File: src/rtl/digit_entry_pkg.sv
// Shared types and constants for the decimal keypad entry block.
package digit_entry_pkg;

  typedef enum logic [1:0] {
    ST_IDLE  = 2'd0,
    ST_ENTRY = 2'd1,
    ST_HOLD  = 2'd2,
    ST_ERROR = 2'd3
  } state_t;

  localparam int DEC_BASE  = 10;
  localparam int MAX_CODE  = 9;
  localparam int MAX_VALUE = 999;

  // Key codes above MAX_CODE are not decimal digits.
  function automatic logic is_digit(input logic [3:0] code);
    return code <= 4'(MAX_CODE);
  endfunction

endpackage

File: src/rtl/digit_entry_mul10_add.sv
// Combinational decimal shift-in: result = acc*10 + code.
module mul10_add #(
  parameter int VW = 10
) (
  input  logic [VW-1:0] acc,
  input  logic [3:0]    code,
  output logic [VW-1:0] result
);

  // x10 built from two shifts so no multiplier is inferred.
  always_comb begin
    result = (acc << 3) + (acc << 1) + VW'(code);
  end

endmodule

File: src/rtl/digit_entry.sv
// Keypad digit entry: accumulates up to NDIG decimal digits into a binary
// value, echoes them as BCD and hands the committed value off via valid/ready.
module digit_entry
  import digit_entry_pkg::*;
#(
  parameter int NDIG = 3,
  parameter int VW   = 10
) (
  input  logic          clk,
  input  logic          reset,
  input  logic          key_valid,
  input  logic [3:0]    key_code,
  input  logic          key_enter,
  input  logic          key_clear,
  input  logic          out_ready,
  output logic          out_valid,
  output logic [VW-1:0] out_value,
  output logic [3:0]    dig0,
  output logic [3:0]    dig1,
  output logic [3:0]    dig2,
  output logic [1:0]    ndigits,
  output logic          err,
  output logic          ovf
);

  localparam logic [1:0] NDIG_MAX = 2'(NDIG);

  state_t        state_q, state_d;
  logic [VW-1:0] acc_q, acc_d;
  logic [VW-1:0] out_value_q, out_value_d;
  logic          out_valid_q, out_valid_d;
  logic [3:0]    dig0_q, dig0_d, dig1_q, dig1_d, dig2_q, dig2_d;
  logic [1:0]    ndig_q, ndig_d;
  logic          err_q, err_d;
  logic          ovf_q, ovf_d;
  logic [VW-1:0] acc_next;

  mul10_add #(.VW(VW)) u_mul10_add (
    .acc    (acc_q),
    .code   (key_code),
    .result (acc_next)
  );

  // Next-state logic; strobe priority is clear > enter > digit.
  always_comb begin
    state_d     = state_q;
    acc_d       = acc_q;
    out_value_d = out_value_q;
    out_valid_d = out_valid_q;
    dig0_d      = dig0_q;
    dig1_d      = dig1_q;
    dig2_d      = dig2_q;
    ndig_d      = ndig_q;
    err_d       = err_q;
    ovf_d       = 1'b0;

    if (key_clear) begin
      state_d     = ST_IDLE;
      acc_d       = '0;
      out_valid_d = 1'b0;
      dig0_d      = '0;
      dig1_d      = '0;
      dig2_d      = '0;
      ndig_d      = '0;
      err_d       = 1'b0;
    end else begin
      case (state_q)
        ST_IDLE, ST_ENTRY: begin
          if (key_enter) begin
            // An empty entry has nothing to commit.
            if (state_q == ST_ENTRY) begin
              state_d     = ST_HOLD;
              out_value_d = acc_q;
              out_valid_d = 1'b1;
            end
          end else if (key_valid) begin
            if (!is_digit(key_code)) begin
              state_d = ST_ERROR;
              err_d   = 1'b1;
            end else if (ndig_q == NDIG_MAX) begin
              ovf_d = 1'b1;
            end else begin
              state_d = ST_ENTRY;
              acc_d   = acc_next;
              dig2_d  = dig1_q;
              dig1_d  = dig0_q;
              dig0_d  = key_code;
              ndig_d  = ndig_q + 2'd1;
            end
          end
        end
        ST_HOLD: begin
          if (out_valid_q && out_ready) begin
            state_d     = ST_IDLE;
            out_valid_d = 1'b0;
            acc_d       = '0;
            dig0_d      = '0;
            dig1_d      = '0;
            dig2_d      = '0;
            ndig_d      = '0;
          end
        end
        ST_ERROR: begin
          // Only clear leaves the error state.
        end
        default: state_d = ST_IDLE;
      endcase
    end
  end

  // State and output registers, cleared asynchronously.
  always_ff @(posedge clk or negedge reset) begin
    if (!reset) begin
      state_q     <= ST_IDLE;
      acc_q       <= '0;
      out_value_q <= '0;
      out_valid_q <= 1'b0;
      dig0_q      <= '0;
      dig1_q      <= '0;
      dig2_q      <= '0;
      ndig_q      <= '0;
      err_q       <= 1'b0;
      ovf_q       <= 1'b0;
    end else begin
      state_q     <= state_d;
      acc_q       <= acc_d;
      out_value_q <= out_value_d;
      out_valid_q <= out_valid_d;
      dig0_q      <= dig0_d;
      dig1_q      <= dig1_d;
      dig2_q      <= dig2_d;
      ndig_q      <= ndig_d;
      err_q       <= err_d;
      ovf_q       <= ovf_d;
    end
  end

  assign out_valid = out_valid_q;
  assign out_value = out_value_q;
  assign dig0      = dig0_q;
  assign dig1      = dig1_q;
  assign dig2      = dig2_q;
  assign ndigits   = ndig_q;
  assign err       = err_q;
  assign ovf       = ovf_q;

endmodule

File: config.mk
export PLATFORM = sky130hd
export DESIGN_NAME = digit_entry
export DESIGN_NICKNAME = d
export VERILOG_FILES = /design/src/rtl/digit_entry_pkg.sv /design/src/rtl/digit_entry_mul10_add.sv /design/src/rtl/digit_entry.sv
export SDC_FILE = /design/constraint.sdc
export NUM_CORES = 1
export LEC_CHECK = 0
export ABC_AREA = 0
export CORE_MARGIN = 3
export CORE_UTILIZATION = 46
export DETAILED_ROUTE_END_ITERATION = 10
export GPL_ROUTABILITY_DRIVEN = 1
export PLACE_DENSITY_LB_ADDON = 0.15
export SYNTH_ARGS = -nofsm -noshare
export SYNTH_HDL_FRONTEND = slang
export SYNTH_SLANG_ARGS = --single-unit
File: constraint.sdc
create_clock -name clk -period 7.4 [get_ports clk]
set_input_delay 1.48 -clock clk [delete_from_list [all_inputs] [get_ports clk]]
set_output_delay 1.48 -clock clk [all_outputs]
set_load 0.05 [all_outputs]
### Yosys cells after proc, flatten, opt, wreduce, memory -nomap -nowiden

Cells that the tools add are included.

* $add $sub $neg: 3
* multiply operators: 0
* divide/modulo/power cells: 0
* magnitude comparators: 1
* equal/unequal tests: 15
* shifts and indexed selects: 0
* mux-type cells: 56
* bitwise gates (word level): 1
* reductions and logical operators: 11

Operators by type and width (count)
* $mux W4: 16
* $mux W10: 6
* $mux W2: 12
* $pmux W4 S2: 3
* $ne A3 B3 Y1 const B: 7
* $pmux W10 S2: 1
* $mux W1: 15
* $reduce_and A4 Y1: 3
* $add A10 B10 Y10: 1
* $add A10 B4 Y10: 1
* $ne A4 B4 Y1 const B: 2
* $pmux W2 S2: 2
* $reduce_and A6 Y1: 1
* $ne A5 B5 Y1 const B: 1
* $reduce_and A5 Y1: 1
* $eq A2 B2 Y1 const B: 2
* $le A4 B4 Y1 const B: 1
* $reduce_bool A2 Y1: 2
* $reduce_bool A3 Y1: 1
* $add A2 B1 Y2 const B: 1
* $eq A2 B1 Y1 const B: 1
* $logic_not A2 Y1: 1
* $ne A2 B1 Y1 const B: 1
* $ne A2 B2 Y1 const B: 1
* 4 further kinds: 4

* register bits: 39
* latch bits: 0
* memory bits (writable): 0
* bits in read-only memories: 0
* input port bits: 10
* memories: 0

### Logic depth before layout (Yosys ltp)

Gate-level depths: netlist of the first run.

* word-level depth: 8
* gate-level depth with buffers: 8

### Modules after synthesis

A second synthesis of the first run with hierarchy kept.

* cell total of the unflattened synthesis: 206
* area total of the unflattened synthesis: 2189.6 µm²

Modules (own cells, without submodules)
* digit_entry: times used 1, cells an instance 153, area each 1749.2 µm², seq. area each 975.9 µm²
* mul10_add: times used 1, cells an instance 53, area each 440.4 µm², seq. area each 0.0 µm²

### Least setup slack after synthesis of the first run

OpenSTA, ideal clock, no wires.

* path kind: input to register
* start point: input key_code[3]
* end point: register acc_q[8]
* library setup time: 0.122 ns
* data arrival time: 3.353 ns
* data required time: 7.278 ns
* slack: 3.926 ns
* cell stages on the path: 8
* buffers on the path: 0
* cells stage by stage: inv_1 -> fa_1 -> inv_1 -> fa_1 -> a211oi_1 -> o21ai_0 -> a21o_1 -> a32o_1

* word-level cells in the longest chain between the ends: 7

Ends and longest elaborated chain
* start, declared: line digit_entry.sv:12 `input logic [3:0] key_code,`
* $add A10 B4 Y10: line digit_entry_mul10_add.sv:12 `result = (acc << 3) + (acc << 1) + VW'(code);`
* $mux W10: line digit_entry.sv:80 `end else if (ndig_q == NDIG_MAX) begin`
* $mux W10: line digit_entry.sv:77 `if (!is_digit(key_code)) begin`
* $mux W10: line digit_entry.sv:76 `end else if (key_valid) begin`
* $mux W10: line digit_entry.sv:69 `if (key_enter) begin`
* $pmux W10 S2: line digit_entry.sv:67 `case (state_q)`
* $mux W10: line digit_entry.sv:57 `if (key_clear) begin`
* end signal, assigned: line digit_entry.sv:115 `acc_q <= '0;`
* end signal, assigned: line digit_entry.sv:126 `acc_q <= acc_d;`
* end, declared: line digit_entry.sv:29 `logic [VW-1:0] acc_q, acc_d;`

Parallel ways exist; a longest one is shown, timed or not. The select of a mux whose other input is x is not followed.
A chain may end at the register's enable or synchronous reset.

### Worst setup path after layout of the first run

Ends and elaborated chain as after synthesis.

==> impl_metrics.csv, run 1 <==
group,metric,value,unit
run_status,status,"completed",
min_path,hp-class,"register to register",
floorplan,rows,23,
grt,antenna_found_initial,0,
power,leakagePower,1.13,nW
layout,area_growth,24.7,%
logic_synthesis,ys_seq_elements,38,
setup_path,start_kind,"primary input",
clocking,cts_tree,"built",
placement,dp.cells,275,
layout,finish.utilization,60.4,%
power,power_frac_comb,36.9,%
floorplan,ios,37,
route,vias,1514,
clocking,cts_sinks,38,
route,ant_nets,0,
placement,gp_congestion,0.831,
setup_path,worstPathRequired,7620,ps
grt,track_usage,17.2,%
logic_synthesis,synth.largest_area_cell,"dfrtp_1",
layout,drive_above_1_share,9.91,%
timing,slew_viol_final,0,
clocking,clk_latency,290,ps
placement,portBuffers,36,
logic_synthesis,syn_nets,222,
timing,max_freq,0.253,GHz
setup_path,cpMaxStageDelayCell,"fa_1",
logic_synthesis,synth_area_per_cell,10.1,um2
grt,overflow,0,
floorplan,coreArea,4060,um2
layout,fill_cells,352,
setup_path,reg2reg_to,"acc_q[8]$_DFFE_PN0P_",
power,pwr-share-seq,41.7,%
clocking,cts-root-buf,"clkbuf_8",
layout,area.sequential,951,um2
timing,setup_viol,0,
clocking,clk_pin_slew_worst_paths,70,ps
route,viasPerCell,5.37,
setup_path,r2r_slack,4730,ps
clocking,cts-buffers-inserted,5,
floorplan,fp.dieH,71.4,um
logic_synthesis,syn_inst,195,
logic_synthesis,synth_warnings,0,
logic_synthesis,synth_top_area_share,48.3,%
timing,fin_worst_skew,4.14,ps
layout,fin_cells,282,
setup_path,worstReg2RegStart,"acc_q[0]$_DFFE_PN0P_",
setup_path,crit_path_cell_trace,"clkdlybuf4s50_1, inv_1, fa_1, inv_1, fa_1, a211oi_1, nor2_1, o311ai_0, a32o_1",
timing,rsz0062_at_grt,"no",
min_path,min_from,"dig2[2]$_DFFE_PN0P_",
timing,worst_slew_pin_slew,1140,ps
clocking,htree_levels,2,
timing,fin_crit_sh,53.4,%
timing,period_needed,3950,ps
placement,hpwl,2850,um
timing,fin_tns_setup,0,ps
layout,diodes,0,
timing,hold_viol,0,
timing,maxSlewHeadroom,23.8,%
logic_synthesis,synth_cell_types,30,
min_path,holdPathEnd,"dig2[2]$_DFFE_PN0P_",
clocking,holdBufCountCts,0,
clocking,clock_path_buffers,2,
min_path,min_path_cells,2,
setup_path,cp_max_fo,3,
logic_synthesis,syn-cell-area,1970,um2
power,switching_share,36.9,%
route,drtPass1Iterations,4,
floorplan,dieWidth,71.4,um
floorplan,start_util,48.5,%
setup_path,rr_worst_depth,8,
route,post_drt_wl_per_cell,13.6,um
power,p_int,0.000387,W
logic_synthesis,synthTopCellsByArea,"dfrtp_1, ha_1, nand2_1, mux2_2, o21ai_0",
layout,num-nets-final,259,
grt,grt_pass1_wl,6920,um
floorplan,dieArea,5100,um2
run,maxCapViolations,0,
layout,multiInputGateArea,955,um2
setup_path,worstSetupPathType,"primary input to register",
setup_path,end_kind,"register",
route,drt_iter0_drc,53,
power,p_sw,0.000227,W
grt,grt_max_degree,42,
route,drc,0,
grt,grt_pass1_vias,1541,
setup_path,crit_path_max_incr_delay,540,ps
power,pwr-share-clk,21.4,%
clocking,ctsResizeCount,0,
clocking,post-cts-setup-buffers,0,
route,drt-total-wl,3830,um
timing,hold_slack,481,ps
power,power.density,250,nW/um2
logic_synthesis,yosysSeqAreaShare,48.3,%
power,ir_drop,0.137,mV
setup_path,arrival,4170,ps
power,p_total,0.000614,W
==> registers in the layout, summed over array words and instances, names as in the netlist <==
signal     flops
dig2           4
state_q        2
dig1           4
ovf            1
dig0           3
out_valid      1
ndigits        2
acc_q         10
out_value     10
err            1
==> layer usage <==
metal  vias to the layer above  global-route usage [%]  share of wire [%]
li1                        757                       -                  -
met1                       718                    22.7                 45
met2                        30                    26.7                 48
met3                         9                    4.91                4.6
met4                         0                    7.10                1.7
met5                         -                       0                  0
==> cell type report <==
cell class                      instances  area share, %
Multi-Input combinational cell        139           38.9
Sequential cell                        38           38.8
Timing Repair Buffer                   38           15.1
Clock buffer                            7           3.11
Tap cell                               50           2.55
Inverter                               10           1.53
==> worst max-delay path by stage <==
stage	slack, ps	to	from	depth (start not counted)
6_report	3450	acc_q[8]$_DFFE_PN0P_	key_code[3]	9
5_1_grt	3270	acc_q[8]$_DFFE_PN0P_	key_code[3]	9
4_1_cts	3440	acc_q[8]$_DFFE_PN0P_	key_code[3]	9
3_5_place_dp	3150	acc_q[8]$_DFFE_PN0P_	key_code[3]	9
3_3_place_gp	3360	acc_q[8]$_DFFE_PN0P_	key_code[3]	9
2_1_floorplan	3930	acc_q[8]$_DFFE_PN0P_	key_code[3]	8
==> synthesized netlist by cell type, drive strengths merged <==
cell    number
nor3         2
dfrtp       38
nand3        2
clkbuf       1
a311oi       1
or3          3
and4b        1
a31oi        1
a21oi       10
mux2        10
nor4b        1
or2          1
o311ai       1
o41ai        1
inv         10
buf          7
a32o         3
nor2         8
nand2       40
fa           2
a31o         1
ha          15
nor3b        1
o21ai       22
o31ai        3
a211oi       4
xnor2        4
a21o         2
==> cells in the final DEF, fill, tap and decap left out, types with 3 or more instances in the layout <==
cell / Yosys / layout
o21ai_1: 3 / 3
dfrtp_1: 38 / 38
nor2_1: 8 / 8
clkdlybuf4s50_1: 0 / 35
a211oi_1: 4 / 4
xnor2_1: 4 / 4
ha_1: 15 / 15
mux2_2: 10 / 10
a21oi_1: 10 / 10
nand2_1: 40 / 40
or3_1: 3 / 3
o21ai_0: 19 / 19
inv_1: 10 / 10
a32o_1: 3 / 3
o31ai_1: 3 / 3
clkbuf_8: 0 / 5
==> power groups by stage <==
stage	logic, W	clock network, W	registers [W]
after CTS	0.000230	0.000136	0.000256
after global routing	0.000248	0.000146	0.000260
final	0.000227	0.000132	0.000256
after floorplan	0.0000978	0	0.000319
after global placement	0.000225	0	0.000258
after detailed placement	0.000228	0	0.000260
==> stage by stage <==
stage / worst slack [ps] / cell area (um2)
after floorplan: 3930 / 1970
after global placement: 3360 / 2380
after detailed placement: 3150 / 2380
after CTS: 3440 / 2450
after global routing: 3270 / 2450
final: 3450 / 2450
==> critical path, delay by kind of cell <==
family	cells	cell delay [ps]
buf+inv	3	630
fa+ha+maj	2	1020
compound gates	3	940
simple gates	1	110
==> kinds of logic after synthesis <==
logic type,after synthesis,share of synthesized area [%]
buffers and inverters,18,4.01
adders and majority gates,17,11.6
xor gates and xnor gates,4,1.78
DFF,38,48.3
muxes,10,5.73
and+or+nand+nor,59,13.0
AOI/OAI and AO/OA,49,15.5
Power figures use the tool's default switching activity.
==> run 2, diff against run 1 <==
- clock period: 7.4 -> 3.7 ns (I/O delays scaled with it)
==> run 2 against run 1 <==
Via count up 1.5%. First-iteration DRC count up 36%. Critical endpoint unchanged. Sequential cell count unchanged. Worst setup slack worse by 2900 ps. Register-to-register slack worse by 3600 ps. Sequential share of layout area down 0.35 points.
==> impl_metrics.csv, run 2 (synthesized netlist as in run 1, its figures left out) <==
group,metric,value,unit
power,switching_share,36.6,%
timing,fin_ws,600,ps
layout,num-nets-final,260,
clocking,clk_latency,290,ps
route,post_drt_wl_per_cell,13.7,um
power,power_frac_comb,36.3,%
timing,fin_worst_skew,6.07,ps
clocking,clock_path_buffers,2,
floorplan,dieArea,5100,um2
grt,track_usage,17.6,%
clocking,post-cts-setup-buffers,0,
timing,fin_crit_sh,83.8,%
route,drt-total-wl,3900,um
run_status,status,"completed",
route,drc,0,
power,pwr-share-clk,22.9,%
min_path,hp-class,"register to register",
setup_path,crit_path_cell_trace,"clkdlybuf4s50_1, inv_1, fa_1, inv_1, fa_1, a211oi_1, nor2_1, o311ai_0, a32o_1",
timing,hold_viol,0,
route,drtPass1Iterations,4,
setup_path,crit_family,"adder cells",
route,ant_nets,0,
clocking,ctsResizeCount,0,
grt,overflow,0,
floorplan,rows,23,
placement,hpwl,2900,um
setup_path,worstSetupPathType,"primary input to register",
floorplan,fp.dieH,71.4,um
clocking,clk_pin_slew_worst_paths,70,ps
clocking,cts_sinks,38,
grt,grt_max_degree,42,
power,pwr-share-seq,40.8,%
route,viasPerCell,5.41,
placement,dp.cells,276,
placement,portBuffers,36,
floorplan,dieWidth,71.4,um
timing,fin_tns_setup,0,ps
timing,setup_viol,0,
power,ir_drop,0.286,mV
setup_path,path_buf_inv,3,
layout,fin_cells,284,
route,drt_iter0_drc,72,
timing,rsz0062_at_grt,"no",
power,p_sw,0.000459,W
timing,maxSlewHeadroom,45.2,%
floorplan,start_util,48.5,%
layout,drive_above_1_share,11.1,%
route,vias,1537,
setup_path,worstPathRequired,3920,ps
power,leakagePower,1.15,nW
grt,antenna_found_initial,0,
setup_path,cp_max_fo,3,
setup_path,end_kind,"register",
layout,mostFrequentLayoutCells,"nand2_1, dfrtp_1, clkdlybuf4s50_1, o21ai_0, ha_1",
layout,area_growth,25.8,%
placement,place_ws,303,ps
layout,fill_cells,347,
grt,grt_pass1_vias,1531,
run,maxCapViolations,0,
clocking,cts-root-buf,"clkbuf_8",
floorplan,coreArea,4060,um2
placement,gp_congestion,0.853,
power,power.density,507,nW/um2
timing,worst_slew_pin_slew,821,ps
timing,max_freq,0.323,GHz
setup_path,start_kind,"primary input",
clocking,htree_levels,2,
timing,slew_viol_final,0,
clocking,cts_tree,"built",
timing,period_needed,3100,ps
floorplan,ios,37,
clocking,holdBufCountCts,0,
grt,grt_pass1_wl,7080,um
layout,final_common_cell,"nand2_1",
clocking,cts-buffers-inserted,5,
setup_path,cpMaxStageDelayCell,"fa_1",
power,p_int,0.000795,W
setup_path,arrival,3320,ps
setup_path,crit_path_max_incr_delay,530,ps
layout,diodes,0,
-- run 2: changes by cell type in the layout (fill, tap and decap cells not counted), sizes merged --
cell and change:
buf +1, clkinv +1
-- run 2: per-stage QoR --
stage	total power, W	instance area, um2	hold slack, ps	util, %
floorplan	0.000833	1970	444	-
global placement	0.000967	2380	462	58.7
detailed placement	0.000976	2380	475	58.7
CTS	0.00127	2470	491	61.0
global route	0.00134	2470	534	61.0
finish	0.00125	2470	487	61.0
-- run 2: metal layers --
metal	share of wire, %	track usage [%]	wire length (um)	vias up
li1	-	-	-	757
met1	45	22.2	1750	740
met2	48	29.0	1870	31
met3	4.8	4.07	189	9
met4	2.2	7.52	85	0
met5	0	0	0	-
-- run 2: tightest hold or removal path, cell delays in order (launching register included) --
cell	delay [ps]
dfrtp_1	340
nand2_1	50
o21ai_1	60
-- run 2: worst paths after layout --
check / from / endpoint / slack [ps] / cells after the start
max: key_code[3] / acc_q[8]$_DFFE_PN0P_ / 600 / 9
min: dig2[1]$_DFFE_PN0P_ / dig2[1]$_DFFE_PN0P_ / 490 / 2
max reg2reg: acc_q[0]$_DFFE_PN0P_ / acc_q[8]$_DFFE_PN0P_ / 1130 / 8
min reg2reg: dig2[1]$_DFFE_PN0P_ / dig2[1]$_DFFE_PN0P_ / 490 / 2
max in group asynchronous: reset / dig0[2]$_DFFE_PN0P_ / 2630 / 1
min in group asynchronous: reset / out_valid$_DFFE_PN0P_ / 540 / 1
-- run 2: area by class of cell --
class	instances	area [um2]	share of cell area, %
multi-input combinational	139	955	38.6
sequential	38	951	38.4
timing repair buffer	39	378	15.3
clock buffer	7	86.3	3.49
tap	50	62.6	2.53
inverter	10	37.5	1.52
clock inverter	1	5.00	0.202
-- run 2: power groups by stage --
stage / Combinational (W) / Sequential, W / Clock (W)
6_report: 0.000455 / 0.000512 / 0.000287
5_1_grt: 0.000500 / 0.000520 / 0.000320
4_1_cts: 0.000459 / 0.000513 / 0.000297
3_5_place_dp: 0.000456 / 0.000520 / 0
3_3_place_gp: 0.000450 / 0.000517 / 0
2_1_floorplan: 0.000196 / 0.000637 / 0
